`config.mk`:
```
export PLATFORM = sky130hd
export DESIGN_NAME = ram_wr_arbiter
export DESIGN_NICKNAME = d
export VERILOG_FILES = /design/src/rtl/ram_wr_arbiter.sv
export SDC_FILE = /design/constraint.sdc
export NUM_CORES = 1
export LEC_CHECK = 0
export CAP_MARGIN = 20
export CORE_ASPECT_RATIO = 1.4
export CORE_MARGIN = 3
export CORE_UTILIZATION = 44
export CTS_CLUSTER_SIZE = 40
export DETAILED_ROUTE_END_ITERATION = 12
export PLACE_DENSITY_LB_ADDON = 0.08
export SYNTH_ARGS = -nofsm -noshare
export SYNTH_HDL_FRONTEND = slang
export SYNTH_SLANG_ARGS = --single-unit
```
`constraint.sdc`:
```
create_clock -name clk -period 4.7 [get_ports clk]
set_clock_uncertainty 0.1 [all_clocks]
set_input_delay 0.705 -clock clk [delete_from_list [all_inputs] [get_ports clk]]
set_output_delay 0.705 -clock clk [all_outputs]
set_load 0.02 [all_outputs]
```
`src/rtl/ram_wr_arbiter.sv`:
```
// rtl/ram_wr_arbiter.sv - round-robin write-port arbiter with post-reset RAM clear
//
// Purpose: shares the single RAM write port between NUM_REQ writers and
// clears the whole array after reset or on clear_start.
// Ports:
//   clk, rst            clock, async active-high reset
//   clear_start         pulse, restarts a full clear while running
//   req_valid/addr/data per-requester write request (packed, i-th slice)
//   req_ready           one-hot combinational grant
//   w_addr/w_data/write_enable  registered RAM write port
//   grant_id            index of the last accepted requester
//   init_done           high while running (clear finished)
module ram_wr_arbiter #(
  parameter int ADDR_WIDTH = 3,
  parameter int DATA_WIDTH = 8,
  parameter int NUM_REQ    = 3,
  parameter logic [DATA_WIDTH-1:0] CLEAR_VALUE = '0
) (
  input  logic                             clk,
  input  logic                             rst,
  input  logic                             clear_start,
  input  logic [NUM_REQ-1:0]               req_valid,
  input  logic [NUM_REQ*ADDR_WIDTH-1:0]    req_addr,
  input  logic [NUM_REQ*DATA_WIDTH-1:0]    req_data,
  output logic [NUM_REQ-1:0]               req_ready,
  output logic [ADDR_WIDTH-1:0]            w_addr,
  output logic [DATA_WIDTH-1:0]            w_data,
  output logic                             write_enable,
  output logic [$clog2(NUM_REQ)-1:0]       grant_id,
  output logic                             init_done
);

  localparam int GW = $clog2(NUM_REQ);

  typedef enum logic {ST_CLEAR = 1'b0, ST_RUN = 1'b1} state_t;

  state_t                state_q, state_d;
  // Extra top bit marks "all entries issued"; low bits are the clear address.
  logic [ADDR_WIDTH:0]   cnt_q, cnt_d;
  logic [GW-1:0]         rr_q, rr_d;
  logic                  we_q, we_d;
  logic [ADDR_WIDTH-1:0] w_addr_q, w_addr_d;
  logic [DATA_WIDTH-1:0] w_data_q, w_data_d;
  logic [GW-1:0]         grant_id_q, grant_id_d;

  logic                  gnt_valid;
  logic [GW-1:0]         gnt_idx;
  logic [NUM_REQ-1:0]    req_ready_c;
  int                    scan_idx;

  // Round-robin scan starting at rr_q; clear_start suppresses any grant.
  always_comb begin
    gnt_valid   = 1'b0;
    gnt_idx     = '0;
    req_ready_c = '0;
    scan_idx    = 0;
    if (state_q == ST_RUN && !clear_start) begin
      for (int k = 0; k < NUM_REQ; k++) begin
        scan_idx = int'(rr_q) + k;
        if (scan_idx >= NUM_REQ) scan_idx = scan_idx - NUM_REQ;
        if (!gnt_valid && req_valid[scan_idx]) begin
          gnt_valid = 1'b1;
          gnt_idx   = GW'(scan_idx);
        end
      end
    end
    if (gnt_valid) req_ready_c[gnt_idx] = 1'b1;
  end

  // State register and all registered outputs.
  always_ff @(posedge clk or posedge rst) begin
    if (rst) begin
      state_q    <= ST_CLEAR;
      cnt_q      <= '0;
      rr_q       <= '0;
      we_q       <= 1'b0;
      w_addr_q   <= '0;
      w_data_q   <= '0;
      grant_id_q <= '0;
    end else begin
      state_q    <= state_d;
      cnt_q      <= cnt_d;
      rr_q       <= rr_d;
      we_q       <= we_d;
      w_addr_q   <= w_addr_d;
      w_data_q   <= w_data_d;
      grant_id_q <= grant_id_d;
    end
  end

  // Next-state logic.
  always_comb begin
    state_d = state_q;
    cnt_d   = cnt_q;
    rr_d    = rr_q;
    case (state_q)
      ST_CLEAR: begin
        // The last clear write is on the bus while cnt_q has wrapped into
        // its top bit, so RUN starts on the cycle after that write.
        if (cnt_q[ADDR_WIDTH]) begin
          state_d = ST_RUN;
          cnt_d   = '0;
        end else begin
          cnt_d = cnt_q + (ADDR_WIDTH+1)'(1);
        end
      end
      default: begin
        if (clear_start) begin
          state_d = ST_CLEAR;
          cnt_d   = '0;
        end
      end
    endcase
    if (gnt_valid) begin
      rr_d = (gnt_idx == GW'(NUM_REQ-1)) ? '0 : gnt_idx + GW'(1);
    end
  end

  // Output logic: next values for the registered write port.
  always_comb begin
    we_d       = 1'b0;
    w_addr_d   = w_addr_q;
    w_data_d   = w_data_q;
    grant_id_d = grant_id_q;
    if (state_q == ST_CLEAR) begin
      if (!cnt_q[ADDR_WIDTH]) begin
        we_d     = 1'b1;
        w_addr_d = cnt_q[ADDR_WIDTH-1:0];
        w_data_d = CLEAR_VALUE;
      end
    end else if (gnt_valid) begin
      we_d       = 1'b1;
      w_addr_d   = req_addr[gnt_idx*ADDR_WIDTH +: ADDR_WIDTH];
      w_data_d   = req_data[gnt_idx*DATA_WIDTH +: DATA_WIDTH];
      grant_id_d = gnt_idx;
    end
  end

  assign req_ready    = req_ready_c;
  assign w_addr       = w_addr_q;
  assign w_data       = w_data_q;
  assign write_enable = we_q;
  assign grant_id     = grant_id_q;
  assign init_done    = (state_q == ST_RUN);

endmodule
```
==> results of run 1 <==
[power groups by stage]
| stage | logic, uW | registers (uW) | clock network (uW) |
|---|---|---|---|
| 2_1_floorplan | 312 | 326 | 0 |
| 3_3_place_gp | 483 | 298 | 0 |
| 3_5_place_dp | 496 | 299 | 0 |
| 4_1_cts | 500 | 297 | 88.4 |
| 5_1_grt | 540 | 305 | 98.1 |
| 6_report | 497 | 296 | 86.9 |
[final cells by class]
cell class,instances,area [um2],share of cell area [%]
Clock inverter,1,5.005,0.2740
Clock buffer,3,22.52,1.233
Multi-Input combinational cell,81,641.9,35.14
Inverter,5,18.77,1.027
Timing Repair Buffer,57,568.0,31.10
Sequential cell,21,525.5,28.77
Tap cell,36,45.04,2.466
[synth_stat cells (2+ instances only)]
cell type,number
a2111o_1,3
a21o_1,5
a222oi_1,2
dfrtp_1,21
a32oi_1,4
and3_1,7
buf_6,3
a32o_1,6
a221o_1,5
mux2i_1,2
nand3_1,4
o211ai_1,3
ha_1,3
inv_1,5
o21ai_1,2
o21ai_0,3
nand2_1,11
nor2_1,2
buf_4,2
buf_2,4
[worst register-to-register path: cells and delay by family, from the launching register on]
kind	cells	cell delay (ns)
adder cells (fa/ha/maj)	1	0.42
buffers and inverters	2	0.23
AO/OA/AOI/OAI	3	1.08
AND/OR/NAND/NOR	2	0.23
flip-flops	1	0.40
[state kept, by name, summed over array words and instances, names as in the netlist]
| signal | cells |
|---|---|
| grant_id | 2 |
| cnt_q | 4 |
| init_done | 1 |
| w_data | 8 |
| w_addr | 3 |
| write_enable | 1 |
| rr_q | 2 |
[per-layer routing]
metal | up-vias | global-route usage [%] | routed length [um] | share of wire [%]
li1 | 562 | - | - | -
met1 | 572 | 27.47 | 1458 | 42
met2 | 43 | 33.72 | 1791 | 52
met3 | 6 | 3.011 | 149 | 4.3
met4 | 0 | 6.587 | 56 | 1.6
met5 | - | 0 | 0 | 0
[how the worst max path moves through the flow]
stage,cells after the start,from,endpoint
2_1_floorplan,8,rr_q[0],req_ready[0]
3_5_place_dp,6,req_valid[0],req_ready[0]
3_3_place_gp,7,clear_start,req_ready[0]
5_1_grt,8,rr_q[0],req_ready[0]
4_1_cts,6,req_valid[0],req_ready[0]
6_report,6,req_valid[0],req_ready[0]
[per-stage QoR]
step / utilization (%) / area (um2) / hold slack, ns / power [uW]
final: 68.42 / 1827 / 0.4116 / 880.2
after global routing: 68.42 / 1827 / 0.4426 / 943.2
after CTS: 68.42 / 1827 / 0.4169 / 885.2
after detailed placement: 67.39 / 1799 / 0.3746 / 794.6
after global placement: 67.39 / 1799 / 0.3730 / 781.4
after floorplan: - / 1259 / 0.3757 / 637.6
[cell families (layout without fill, tap and decap cells)]
family | after synthesis | count (layout) | synth area share [%]
buffers and inverters | 15 | 66 | 7.256
adder cells (fa/ha/maj) | 3 | 3 | 2.982
multiplexers | 2 | 2 | 1.591
flip-flops | 21 | 21 | 41.75
AO/OA/AOI/OAI | 44 | 44 | 32.11
AND/OR/NAND/NOR | 31 | 31 | 13.62
XOR/XNOR | 1 | 1 | 0.6960
==> impl_metrics.toml, run 1 <==
[status]
status = "finished, final reports clean"

[critical_path]
crit_fanout = 21
r2r_slack_ns = 2.12
required_ns = 3.89
crit_type = "input pin to output port"
reg2regPathDepth = 8
critPathBufInv = 3
start_kind = "input pin"
cp.arrival_ns = 2.93
slowest_stage = "clkdlybuf4s50_1"
r2r-start = "rr_q[0]"
r2r_end = "w_addr[0]"
cpMostUsedCell = "clkdlybuf4s50_1"
slowest_delay_ns = 0.63
end_kind = "output port"
critPathTopFamily = "buffers and inverters"
path_cells = "clkdlybuf4s50_1 > a211oi_1 > a211o_2 > nor2b_1 > buf_4 > clkdlybuf4s50_1"

[sta]
post-route-period-util_pct = 79.40
layout_setup_ws_ns = 0.9683
slew_viol_final = 0
tightest_slew_ns = 0.7924
fin_setup_tns_ns = 0
hold_violations = 0
period_needed_ns = 3.732
fmax_ghz = 0.2680
setup_viol = 0
max-slew-margin-rel_pct = 47.12
rsz0062_at_grt = "no"

[synthesis]
ys_ff_latch = 21
synth_edf_count = 0
synth_nets = 159
synth_area_um2 = 1259
ys_types = 40
ys_top_cells_by_area = "dfrtp_1 (42%), a32o_1 (4.8%), a221o_1 (4.0%)"
yosysTopAreaCell = "dfrtp_1"
yosysTopAreaCellShare_pct = 41.75
netlist_instances = 117
ys.flop_type = "dfrtp_1"
yosysSeqAreaShare_pct = 41.75
async_flop_share_pct = 100.0
syn_avg_cell_area_um2 = 10.76
yosysWarnings = 0

[final_layout]
fillers = 212
fin_cells = 204
syn_to_final_growth_pct = 45.13
most-common-layout-cells = "clkdlybuf4s50_1 (56), dfrtp_1 (21), nand2_1 (11)"
nNetsFinal = 211
final_common_cell = "clkdlybuf4s50_1"
drive_above_1_share_pct = 7.143
n_antenna_cell = 0

[drt]
avgRoutedWirePerCell_um = 16.94
wl_um = 3455
drtIter0Drc = 55
vias_per_cell = 5.799
vias = 1183
drt.antenna.violating_nets = 0
dr.pass1.iters = 5
drc = 0

[hold_path]
worstHoldPathCells = 1
whs_endpoint = "grant_id[0]"
worstHoldStart = "grant_id[0]"
hold_path_class = "flop to flop"

[cts]
postCtsResizedCells = 0
clk_transition_reported_paths_ns = 0.12
cts_hold_buffers = 0
clockRootBuffer = "clkbuf_4"
cts.sinks = 21
tritoncts = "built"
clkLatencyLatePin_ns = 0.30
h-tree-depth = 1
cts_buffer_depth = 2
numCtsBuffers = 3
post_cts_buffers = 0

[pwr]
sw_frac_of_total_pct = 41.66
p_int_uw = 513.5
p_sw_uw = 366.7
worst_ir_drop_vdd_mv = 0.3951
power.share.clock_pct = 9.9
p_leak_uw = 0.0008155
seqPwrFrac_pct = 33.7
power_density_nw_per_um2 = 481.8
p_comb_share_pct = 56.5

[die]
die_h_um = 69.29
die_x_um = 51.21
io_pins = 57
die-area_um2 = 3548
row_count = 22
fp.coreArea_um2 = 2670
start_util_pct = 47.14

[placement]
pre_cts_ws_ns = 1.010
io_buffers = 56
gp_congestion = 0.8548
dp_hpwl_um = 2634
place_inst = 200

[global_route]
antenna_found_initial = 0
grt_remaining_overflow = 0
grt_max_degree = 22
track_usage_pct = 20.62
grt_pass1_vias = 1270
grt_pass1_wl_um = 5809

[job]
max_cap_violations = 0
Note: power is estimated with default switching activity, not from simulation.
==> inputs of run 2 (changes only) <==
CORE_UTILIZATION = 37   (was 44)
clock period = 3.4 ns   (was 4.7 ns; I/O delays follow)
==> run 2 against run 1 <==
Critical path depth unchanged. Utilization decreased by 9.8 points. Flip-flop and latch count did not move. Global-route usage fell by 2.2 points. First-iteration DRC count down 42%. Critical endpoint is now req_ready[1]. Largest cell class unchanged.
==> impl_metrics.toml, run 2 (synthesis results as in run 1) <==
[status]
status = "finished, final reports clean"

[critical_path]
path_cells = "inv_1 > ha_1 > a21o_1 > o21ai_1 > and2_4 > clkdlybuf4s50_1"
start_kind = "flop"
slowest_delay_ns = 0.63
r2r_end = "w_addr[1]"
critPathTopFamily = "buffers and inverters"
cp.arrival_ns = 2.45
required_ns = 2.79
slowest_stage = "clkdlybuf4s50_1"
crit_fanout = 11
r2r_slack_ns = 1.00
crit_type = "flop to output port"
r2r-start = "rr_q[0]"
end_kind = "output port"
critPathBufInv = 2
reg2regPathDepth = 8

[hold_path]
hold_path_class = "flop to flop"
worstHoldPathCells = 1
worstHoldStart = "grant_id[0]"
whs_endpoint = "grant_id[0]"

[final_layout]
n_antenna_cell = 0
most-common-layout-cells = "clkdlybuf4s50_1 (55), dfrtp_1 (21), nand2_1 (11)"
fin_util_pct = 58.61
syn_to_final_growth_pct = 48.21
nNetsFinal = 213
final_common_cell = "clkdlybuf4s50_1"
multi_input_area_um2 = 641.9
drive_above_1_share_pct = 7.647
fin_cells = 209
fillers = 302
largest_reg_flops = 8
seq_area_um2 = 525.5

[cts]
clk_transition_reported_paths_ns = 0.08
post_cts_buffers = 0
cts.sinks = 21
tritoncts = "built"
numCtsBuffers = 3
h-tree-depth = 1
cts_buffer_depth = 2
clockRootBuffer = "clkbuf_8"
clkLatencyLatePin_ns = 0.26

[sta]
hold_violations = 0
period_needed_ns = 3.062
max-slew-margin-rel_pct = 46.90
setup_viol = 0
rsz0062_at_grt = "no"
fmax_ghz = 0.3266
tightest_slew_ns = 0.7956
slew_viol_final = 0
fin_setup_tns_ns = 0
post-route-period-util_pct = 90.05

[global_route]
grt_pass1_vias = 1248
grt_max_degree = 22
track_usage_pct = 18.43
grt_pass1_wl_um = 5899
antenna_found_initial = 0
grt_remaining_overflow = 0

[placement]
io_buffers = 56
place_inst = 205
gp_congestion = 0.7848
dp_hpwl_um = 2645

[pwr]
power_density_nw_per_um2 = 672.1
p_sw_uw = 500.7
worst_ir_drop_vdd_mv = 0.3981
power.share.clock_pct = 13.2
seqPwrFrac_pct = 32.2
p_comb_share_pct = 54.6
finalPower_uw = 1254
p_leak_uw = 0.0008485
p_int_uw = 753.1
sw_frac_of_total_pct = 39.94

[drt]
drc = 0
drt.antenna.violating_nets = 0
vias = 1201
avgRoutedWirePerCell_um = 16.76
vias_per_cell = 5.746
wl_um = 3502
drtIter0Drc = 32
dr.pass1.iters = 4

[die]
die-area_um2 = 4148
start_util_pct = 39.54
row_count = 24
fp.coreArea_um2 = 3183
die_h_um = 75.01
io_pins = 57
die_x_um = 55.30

[job]
max_cap_violations = 0
## run 2: worst max path at each step
stage            startpoint            to  slack, ns  cells after the start
2_1_floorplan       rr_q[0]  req_ready[0]       1.10                      8
4_1_cts             rr_q[0]  req_ready[0]       0.14                      7
5_1_grt             rr_q[0]  req_ready[1]       0.21                      6
6_report            rr_q[0]  req_ready[1]       0.34                      6
3_3_place_gp   req_valid[2]  req_ready[0]       0.27                      6
3_5_place_dp   req_valid[0]  req_ready[0]       0.23                      6
## run 2: layout make-up
type                            count  share of cell area, %
Multi-Input combinational cell     81                  34.41
Timing Repair Buffer               59                  31.39
Sequential cell                    21                  28.17
Tap cell                           39                  2.616
Clock buffer                        4                  2.414
Inverter                            5                  1.006
## run 2: power by group through the flow
stage                     clock network, uW  logic (uW)  registers (uW)
final                                   165         685             404
after global routing                    179         755             418
after CTS                               172         695             404
after detailed placement                  0         689             408
after global placement                    0         677             405
after floorplan                           0         431             450
## run 2: routing by layer
layer	track usage [%]	vias up	wire, um	share of wire (%)
li1	-	563	-	-
met1	21.35	583	1422	41
met2	31.18	49	1711	49
met3	5.317	6	284	8.1
met4	9.730	0	84	2.4
met5	0	-	0	0
## run 2: stage by stage
step	worst slack (ns)	instance area, um2	hold WS (ns)
2_1_floorplan	1.099	1259	0.3757
3_3_place_gp	0.2723	1818	0.3622
3_5_place_dp	0.2341	1818	0.3695
4_1_cts	0.1386	1863	0.3877
5_1_grt	0.2133	1866	0.4003
6_report	0.3384	1866	0.3828
## run 2: what timing repair did
action                                  4_1_cts  5_1_grt
resized for setup                             0        1
endpoints found under the setup margin        0        1
hold buffers                                  0        0
==> inputs of run 3 (changes only) <==
HOLD_SLACK_MARGIN = 0.12   (was not set)
==> results of run 3 <==
The final DEF is identical to that of run 2; final timing and power are the same.
